**config.mk**
```make
export PLATFORM = sky130hd
export DESIGN_NAME = izigzag_dequant
export DESIGN_NICKNAME = d
export VERILOG_FILES = /design/src/rtl/izigzag_dequant.sv
export SDC_FILE = /design/constraint.sdc
export NUM_CORES = 2
export LEC_CHECK = 0
export ABC_AREA = 1
export BUFFER_PORTS_ARGS = -buffer_cell sky130_fd_sc_hd__buf_2
export CORE_MARGIN = 2
export CORE_UTILIZATION = 25
export DETAILED_ROUTE_END_ITERATION = 16
export HOLD_SLACK_MARGIN = 0.08
export PLACE_DENSITY = 0.35
export SETUP_SLACK_MARGIN = 0.3
export SLEW_MARGIN = 20
export SYNTH_ARGS = -nofsm -noshare
export SYNTH_HDL_FRONTEND = slang
export SYNTH_SLANG_ARGS = --single-unit
```
**constraint.sdc**
```tcl
create_clock -name clk -period 10.18 [get_ports clk]
set_input_delay 1.018 -clock clk [delete_from_list [all_inputs] [get_ports clk]]
set_output_delay 1.018 -clock clk [all_outputs]
set_load 0.005 [all_outputs]
```
**src/rtl/izigzag_dequant.sv**
```systemverilog
// izigzag_dequant: inverse zigzag plus dequantizer for one 8x8 block stream.
// Coefficients arrive in JPEG zigzag order. Each one is multiplied by its quant
// entry and saturated, then written at its raster position in a ping-pong block
// buffer. Complete blocks are streamed out in raster order.
module izigzag_dequant #(
    parameter int COEF_W = 12,
    parameter int Q_W    = 8,
    parameter int OUT_W  = 16
) (
    input  logic              clk,
    input  logic              rst_n,
    input  logic              q_load,
    input  logic [5:0]        q_addr,
    input  logic [Q_W-1:0]    q_data,
    input  logic              in_valid,
    output logic              in_ready,
    input  logic [COEF_W-1:0] in_data,
    input  logic              in_last,
    output logic              out_valid,
    input  logic              out_ready,
    output logic [OUT_W-1:0]  out_data,
    output logic              out_last,
    output logic              err
);

    // Full-precision product width, and the number of top product bits that
    // must all equal the sign bit for the value to fit in OUT_W.
    localparam int PROD_W = COEF_W + Q_W + 1;
    localparam int HI_W   = PROD_W - OUT_W + 1;

    // Zigzag index k -> raster index (row*8 + col), standard JPEG order.
    localparam logic [5:0] ZZ_RASTER [64] = '{
        6'd0,  6'd1,  6'd8,  6'd16, 6'd9,  6'd2,  6'd3,  6'd10,
        6'd17, 6'd24, 6'd32, 6'd25, 6'd18, 6'd11, 6'd4,  6'd5,
        6'd12, 6'd19, 6'd26, 6'd33, 6'd40, 6'd48, 6'd41, 6'd34,
        6'd27, 6'd20, 6'd13, 6'd6,  6'd7,  6'd14, 6'd21, 6'd28,
        6'd35, 6'd42, 6'd49, 6'd56, 6'd57, 6'd50, 6'd43, 6'd36,
        6'd29, 6'd22, 6'd15, 6'd23, 6'd30, 6'd37, 6'd44, 6'd51,
        6'd58, 6'd59, 6'd52, 6'd45, 6'd38, 6'd31, 6'd39, 6'd46,
        6'd53, 6'd60, 6'd61, 6'd54, 6'd47, 6'd55, 6'd62, 6'd63
    };

    typedef enum logic [1:0] {
        R_IDLE,
        R_FETCH,
        R_STREAM
    } rd_state_t;

    // Storage.
    logic [Q_W-1:0]   q_ram   [64];
    logic [OUT_W-1:0] blk_ram [128];   // index = {bank, raster}

    // Write-side control.
    logic [5:0] k;
    logic       wr_bank;
    logic [1:0] full;

    // Read-side control.
    rd_state_t  state, state_nxt;
    logic       rd_bank;
    logic [5:0] r;
    logic [5:0] rd_addr;

    // Stage 1: captured coefficient and its quant entry.
    logic              s1_valid;
    logic              s1_end;
    logic              s1_bank;
    logic [5:0]        s1_addr;
    logic [COEF_W-1:0] s1_data;
    logic [Q_W-1:0]    s1_q;

    // Stage 2: saturated product waiting for the bank write.
    logic             s2_valid;
    logic             s2_end;
    logic             s2_bank;
    logic [5:0]       s2_addr;
    logic [OUT_W-1:0] s2_data;

    logic                     in_hs;
    logic                     out_hs;
    logic                     blk_done;
    logic [1:0]               full_set;
    logic [1:0]               full_clr;
    logic signed [PROD_W-1:0] prod;
    logic [HI_W-1:0]          prod_hi;
    logic [OUT_W-1:0]         prod_sat;

    // Ready drops during reset so nothing is accepted into a discarded block.
    assign in_ready = rst_n && !full[wr_bank];
    assign in_hs    = in_valid && in_ready;
    assign out_hs   = out_valid && out_ready;
    assign blk_done = (state == R_STREAM) && out_hs && (r == 6'd63);

    // Per-bank full set (last write lands) and clear (last read handshake).
    // NOTE: every signal driven in always_comb gets a default first, otherwise
    // a path that skips the assignment infers a latch.
    always_comb begin
        full_set = 2'b00;
        full_clr = 2'b00;
        if (s2_valid && s2_end) full_set[s2_bank] = 1'b1;
        if (blk_done)           full_clr[rd_bank] = 1'b1;
    end

    // Signed coefficient times zero-extended quant entry, saturated to OUT_W.
    always_comb begin
        prod    = $signed({{(PROD_W-COEF_W){s1_data[COEF_W-1]}}, s1_data})
                * $signed({{(PROD_W-Q_W){1'b0}}, s1_q});
        prod_hi = prod[PROD_W-1:OUT_W-1];
        if (prod_hi == '0 || prod_hi == '1)
            prod_sat = prod[OUT_W-1:0];
        else if (prod[PROD_W-1])
            prod_sat = {1'b1, {(OUT_W-1){1'b0}}};
        else
            prod_sat = {1'b0, {(OUT_W-1){1'b1}}};
    end

    // Quant table write port; contents persist across reset.
    // NOTE: memories are deliberately left out of reset so they map onto RAM;
    // their contents are meaningful only once written.
    always_ff @(posedge clk) begin
        if (q_load) q_ram[q_addr] <= q_data;
    end

    // Input handshake, zigzag counter, framing check and the two-stage pipeline.
    // NOTE: sequential state uses non-blocking assignments so every register
    // samples pre-edge values regardless of statement order.
    always_ff @(posedge clk) begin
        if (!rst_n) begin
            k        <= '0;
            wr_bank  <= 1'b0;
            err      <= 1'b0;
            s1_valid <= 1'b0;
            s1_end   <= 1'b0;
            s1_bank  <= 1'b0;
            s1_addr  <= '0;
            s1_data  <= '0;
            s1_q     <= '0;
            s2_valid <= 1'b0;
            s2_end   <= 1'b0;
            s2_bank  <= 1'b0;
            s2_addr  <= '0;
            s2_data  <= '0;
        end else begin
            s1_valid <= in_hs;
            if (in_hs) begin
                s1_data <= in_data;
                s1_q    <= q_ram[ZZ_RASTER[k]];
                s1_addr <= ZZ_RASTER[k];
                s1_end  <= (k == 6'd63);
                s1_bank <= wr_bank;
                k       <= k + 6'd1;
                if (k == 6'd63) wr_bank <= ~wr_bank;
                // The block still completes by count; the flag only reports.
                if (in_last != (k == 6'd63)) err <= 1'b1;
            end
            s2_valid <= s1_valid;
            s2_end   <= s1_end;
            s2_bank  <= s1_bank;
            s2_addr  <= s1_addr;
            s2_data  <= prod_sat;
        end
    end

    // Block buffer write port.
    always_ff @(posedge clk) begin
        if (s2_valid) blk_ram[{s2_bank, s2_addr}] <= s2_data;
    end

    // Bank occupancy and read-bank pointer; set and clear hit different banks.
    always_ff @(posedge clk) begin
        if (!rst_n) begin
            full    <= 2'b00;
            rd_bank <= 1'b0;
        end else begin
            full <= (full | full_set) & ~full_clr;
            if (blk_done) rd_bank <= ~rd_bank;
        end
    end

    // Read FSM state register.
    always_ff @(posedge clk) begin
        if (!rst_n) state <= R_IDLE;
        else        state <= state_nxt;
    end

    // Read FSM next state. Idle also looks at the full flag being set this
    // cycle so the fetch overlaps the final bank write.
    always_comb begin
        state_nxt = state;
        unique case (state)
            R_IDLE:   if (full[rd_bank] || full_set[rd_bank]) state_nxt = R_FETCH;
            R_FETCH:  state_nxt = R_STREAM;
            R_STREAM: if (blk_done) state_nxt = R_IDLE;
            default:  state_nxt = R_IDLE;
        endcase
    end

    // Fetch reads raster 0; streaming prefetches r+1 on each handshake.
    assign rd_addr = (state == R_FETCH) ? 6'd0 : r + 6'd1;

    // Output register: loads only on fetch or handshake, so it holds on stall.
    always_ff @(posedge clk) begin
        if (!rst_n) begin
            out_valid <= 1'b0;
            out_last  <= 1'b0;
            out_data  <= '0;
            r         <= '0;
        end else if (state == R_FETCH) begin
            out_valid <= 1'b1;
            out_last  <= 1'b0;
            out_data  <= blk_ram[{rd_bank, rd_addr}];
            r         <= '0;
        end else if (state == R_STREAM && out_hs) begin
            if (r == 6'd63) begin
                out_valid <= 1'b0;
                out_last  <= 1'b0;
                r         <= '0;
            end else begin
                out_data <= blk_ram[{rd_bank, rd_addr}];
                out_last <= (r == 6'd62);
                r        <= r + 6'd1;
            end
        end
    end

endmodule

```
==> out/metrics.yaml <==
run_status:
  status: "completed"
clocking:
  cts-buffers-inserted: 323
  cts_post_setup_buffers_inserted: 0
  clock_sinks: 2651
  clk_latency_ns: 0.94
  cts_tree: "done"
  clockBufferDepth: 4
  cts-root-buf: "clkbuf_16"
  ctsHoldBuffers: 0
  htree_levels: 5
  cts_resized: 0
  clk_pin_slew_ns: 0.06
sta:
  clock-skew-final_ns: 0.06565
  fin_tns_setup_ns: 0
  hold_viol_final: 0
  slew_viol_final: 0
  fin_crit_ns: 5.733
  rsz0062_at_grt: "no"
  finalSetupViolations: 0
  max_slew_margin_pct: 18.39
  layout_worst_path_cycle_share_pct: 56.31
  max_freq_mhz: 174.4
  worstMarginPinSlew_ns: 1.224
power:
  p_int_mw: 19.39
  powerDensity_nw_per_um2: 196.9
  p_leak_nw: 44.65
  worst_ir_drop_vdd_mv: 0.1143
  sw_frac_of_total_pct: 23.54
  switching_power_mw: 5.971
  clkPwrFrac_pct: 44.7
  power_frac_comb_pct: 4.7
  pwr-share-seq_pct: 50.6
placement:
  dpl.hpwl_um: 214300
  gp_congestion: 0.7852
  port_buffers: 51
  placedInstanceArea_um2: 118500
  dp.cells: 14670
die:
  core-area_um2: 442100
  io_pins: 52
  design.die.area_um2: 449500
  die_x_um: 670.5
  die_y_um: 670.5
  initial_core_util_pct: 25.12
  rows: 244
grt:
  grtUsageTotal_pct: 16.78
  grt_pass1_wl_um: 552400
  grt_pass1_vias: 71020
  globalRouteOverflowTotal: 0
  antenna_found_initial: 21
  grt_max_degree: 222
worst_setup_path:
  crit_arrival_ns: 6.57
  critPathRequiredTime_ns: 11.02
  cp_slowest_stage_delay_ns: 1.04
  cpMostUsedCell: "nand3_1"
  path_max_fanout: 221
  cp_cell_sequence: "inv_1 -> ha_1 -> inv_1 -> nand2_1 -> nand3_1 -> nand3_1 -> nand3_4 -> nand2_8 -> buf_12 -> nand2_1 -> nand2_1 -> nand2_1 -> nand3_1 -> nand3_1 -> nand3_1 -> nand3_1 -> a21oi_1"
  cp_top_family: "simple AND/OR/NAND/NOR gates"
  critPathCaptureType: "flip-flop"
  cp_num_buf_inv: 3
  worst-setup-path-type: "reg -> reg"
  cpMaxStageDelayCell: "nand2_8"
  cp-start-kind: "flip-flop"
synthesis:
  yosys_register_bits: 2651
  synthTopCellsByCount: "2560 x edfxtp_1, 1708 x nand2_1, 1664 x nand3_1"
  synth-edff-count: 2560
  syn_area_um2: 111000
  synthDistinctLibCells: 50
  ys_seq_area_share_pct: 70.87
  syn_area_per_cell_um2: 12.26
  async_flop_share_pct: 0
  post-synth-top-count-cell: "edfxtp_1"
  yosys_most_used_dff: "edfxtp_1"
  yosysWarningCount: 0
  yosys.area.top_type_share_pct: 69.23
  netlist_instances: 9058
  synth_fp_nets: 9227
  synthTopCellsByArea: "edfxtp_1 69%, nand3_1 7.5%, nand2_1 5.8%"
  synth_top_area_cell: "edfxtp_1"
final_layout:
  fin_cells: 15260
  design_area_um2: 128800
  nets: 9262
  syn_to_final_growth_pct: 16.00
  final_layout_size_suffix_gt1_share_pct: 12.05
drt:
  totalWireLength_um: 388000
  ant_nets: 0
  drtIter0Drc: 6133
  wl_per_cell_um: 25.42
  vias: 71570
  drc: 0
  drt_first_pass_iters: 6
  via_per_inst: 4.690
flow_run:
  drv_cap: 0
hold_path:
  hold_path_class: "in -> reg"
[worst min-delay path, cell delays in order]
cell	delay (ns)
buf_2	0.10
nand2_1	0.07
a21oi_1	0.06
[kinds of logic after synthesis]
family / after synthesis / share of synthesized area [%]
simple gates: 4054 / 16.49
flops: 2651 / 70.87
buf+inv: 1137 / 4.233
compound gates: 1060 / 6.192
fa+ha+maj: 137 / 2.071
xor+xnor: 19 / 0.1499
[worst paths after layout]
path | from | end | slack, ns | cells after the start
max reg2reg | k[1]$_SDFFE_PN0P_ | s1_q[2]$_SDFFE_PN0P_ | 4.45 | 17
min | in_data[9] | s1_data[9]$_SDFFE_PN0P_ | 0.39 | 3
min reg2reg | s1_valid$_SDFF_PN0_ | s2_valid$_SDFF_PN0_ | 0.43 | 2
max | k[1]$_SDFFE_PN0P_ | s1_q[2]$_SDFFE_PN0P_ | 4.45 | 17
[registers in the layout, indices dropped and copies added (netlist names), 2 cells and up]
| name | flops |
|---|---|
| q_ram | 512 |
| s2_addr | 6 |
| blk_ram | 2048 |
| state | 2 |
| full | 2 |
| out_data | 16 |
| s1_data | 12 |
| s1_addr | 6 |
| k | 6 |
| r | 6 |
| s2_data | 16 |
| s1_q | 8 |
[layer usage]
| metal | vias to the layer above | routed length (um) | global-route usage, % |
|---|---|---|---|
| li1 | 32870 | - | - |
| met1 | 36560 | 179700 | 23.62 |
| met2 | 1620 | 181500 | 27.43 |
| met3 | 511 | 15310 | 1.664 |
| met4 | 4 | 11410 | 4.775 |
| met5 | - | 27 | 0 |
[metrics by stage]
step                hold slack [ns]  total power, mW  util (%)  worst slack, ns
finish                       0.3913            25.37     29.14            4.447
global route                 0.3610            26.18     29.13            4.060
CTS                          0.3152            25.71     29.13            4.516
detailed placement           0.4215            14.29     26.81            4.535
global placement             0.4094            14.27     26.79            4.530
floorplan                    0.3905            13.46         -            5.442
[power groups by stage]
stage	Clock (mW)	Combinational, mW	Sequential [mW]
floorplan	0	0.360	13.1
global placement	0	1.19	13.1
detailed placement	0	1.20	13.1
CTS	11.6	1.20	12.9
global route	12.0	1.30	12.8
finish	11.3	1.19	12.8
[layout make-up]
cell class / count / area [um2]
diodes: 10 / 25.02
multi-input cells: 5270 / 27880
flip-flops and latches: 2651 / 78760
fillers: 45190 / 313300
clock inverters: 183 / 1610
well taps: 5904 / 7387
repair buffers: 323 / 2529
inverters: 524 / 1999
clock buffers: 395 / 8627
[cells in the final DEF (no fill, tap or decap), types with 8 or more instances in the layout]
master and count:
ha_1 59, inv_6 8, diode_2 10, bufinv_16 27
nand2_1 1706, or2_2 263, o22ai_1 371, clkbuf_1 57
nor4_2 8, clkinv_2 48, nand4_1 17, edfxtp_1 2560
o211ai_1 398, nor2_1 277, clkbuf_16 334, buf_2 51
o21ai_0 116, nor2_2 30, or2_1 8, buf_12 15
inv_2 11, dfxtp_1 75, a21oi_1 94, nor2_4 10
clkinv_1 87, dfxtp_4 16, nand3_1 1664, buf_4 254
o21ai_1 45, inv_1 505, fa_1 78, a21oi_2 8
nand3b_1 41, xor2_1 12
Power figures use the tool's default switching activity.
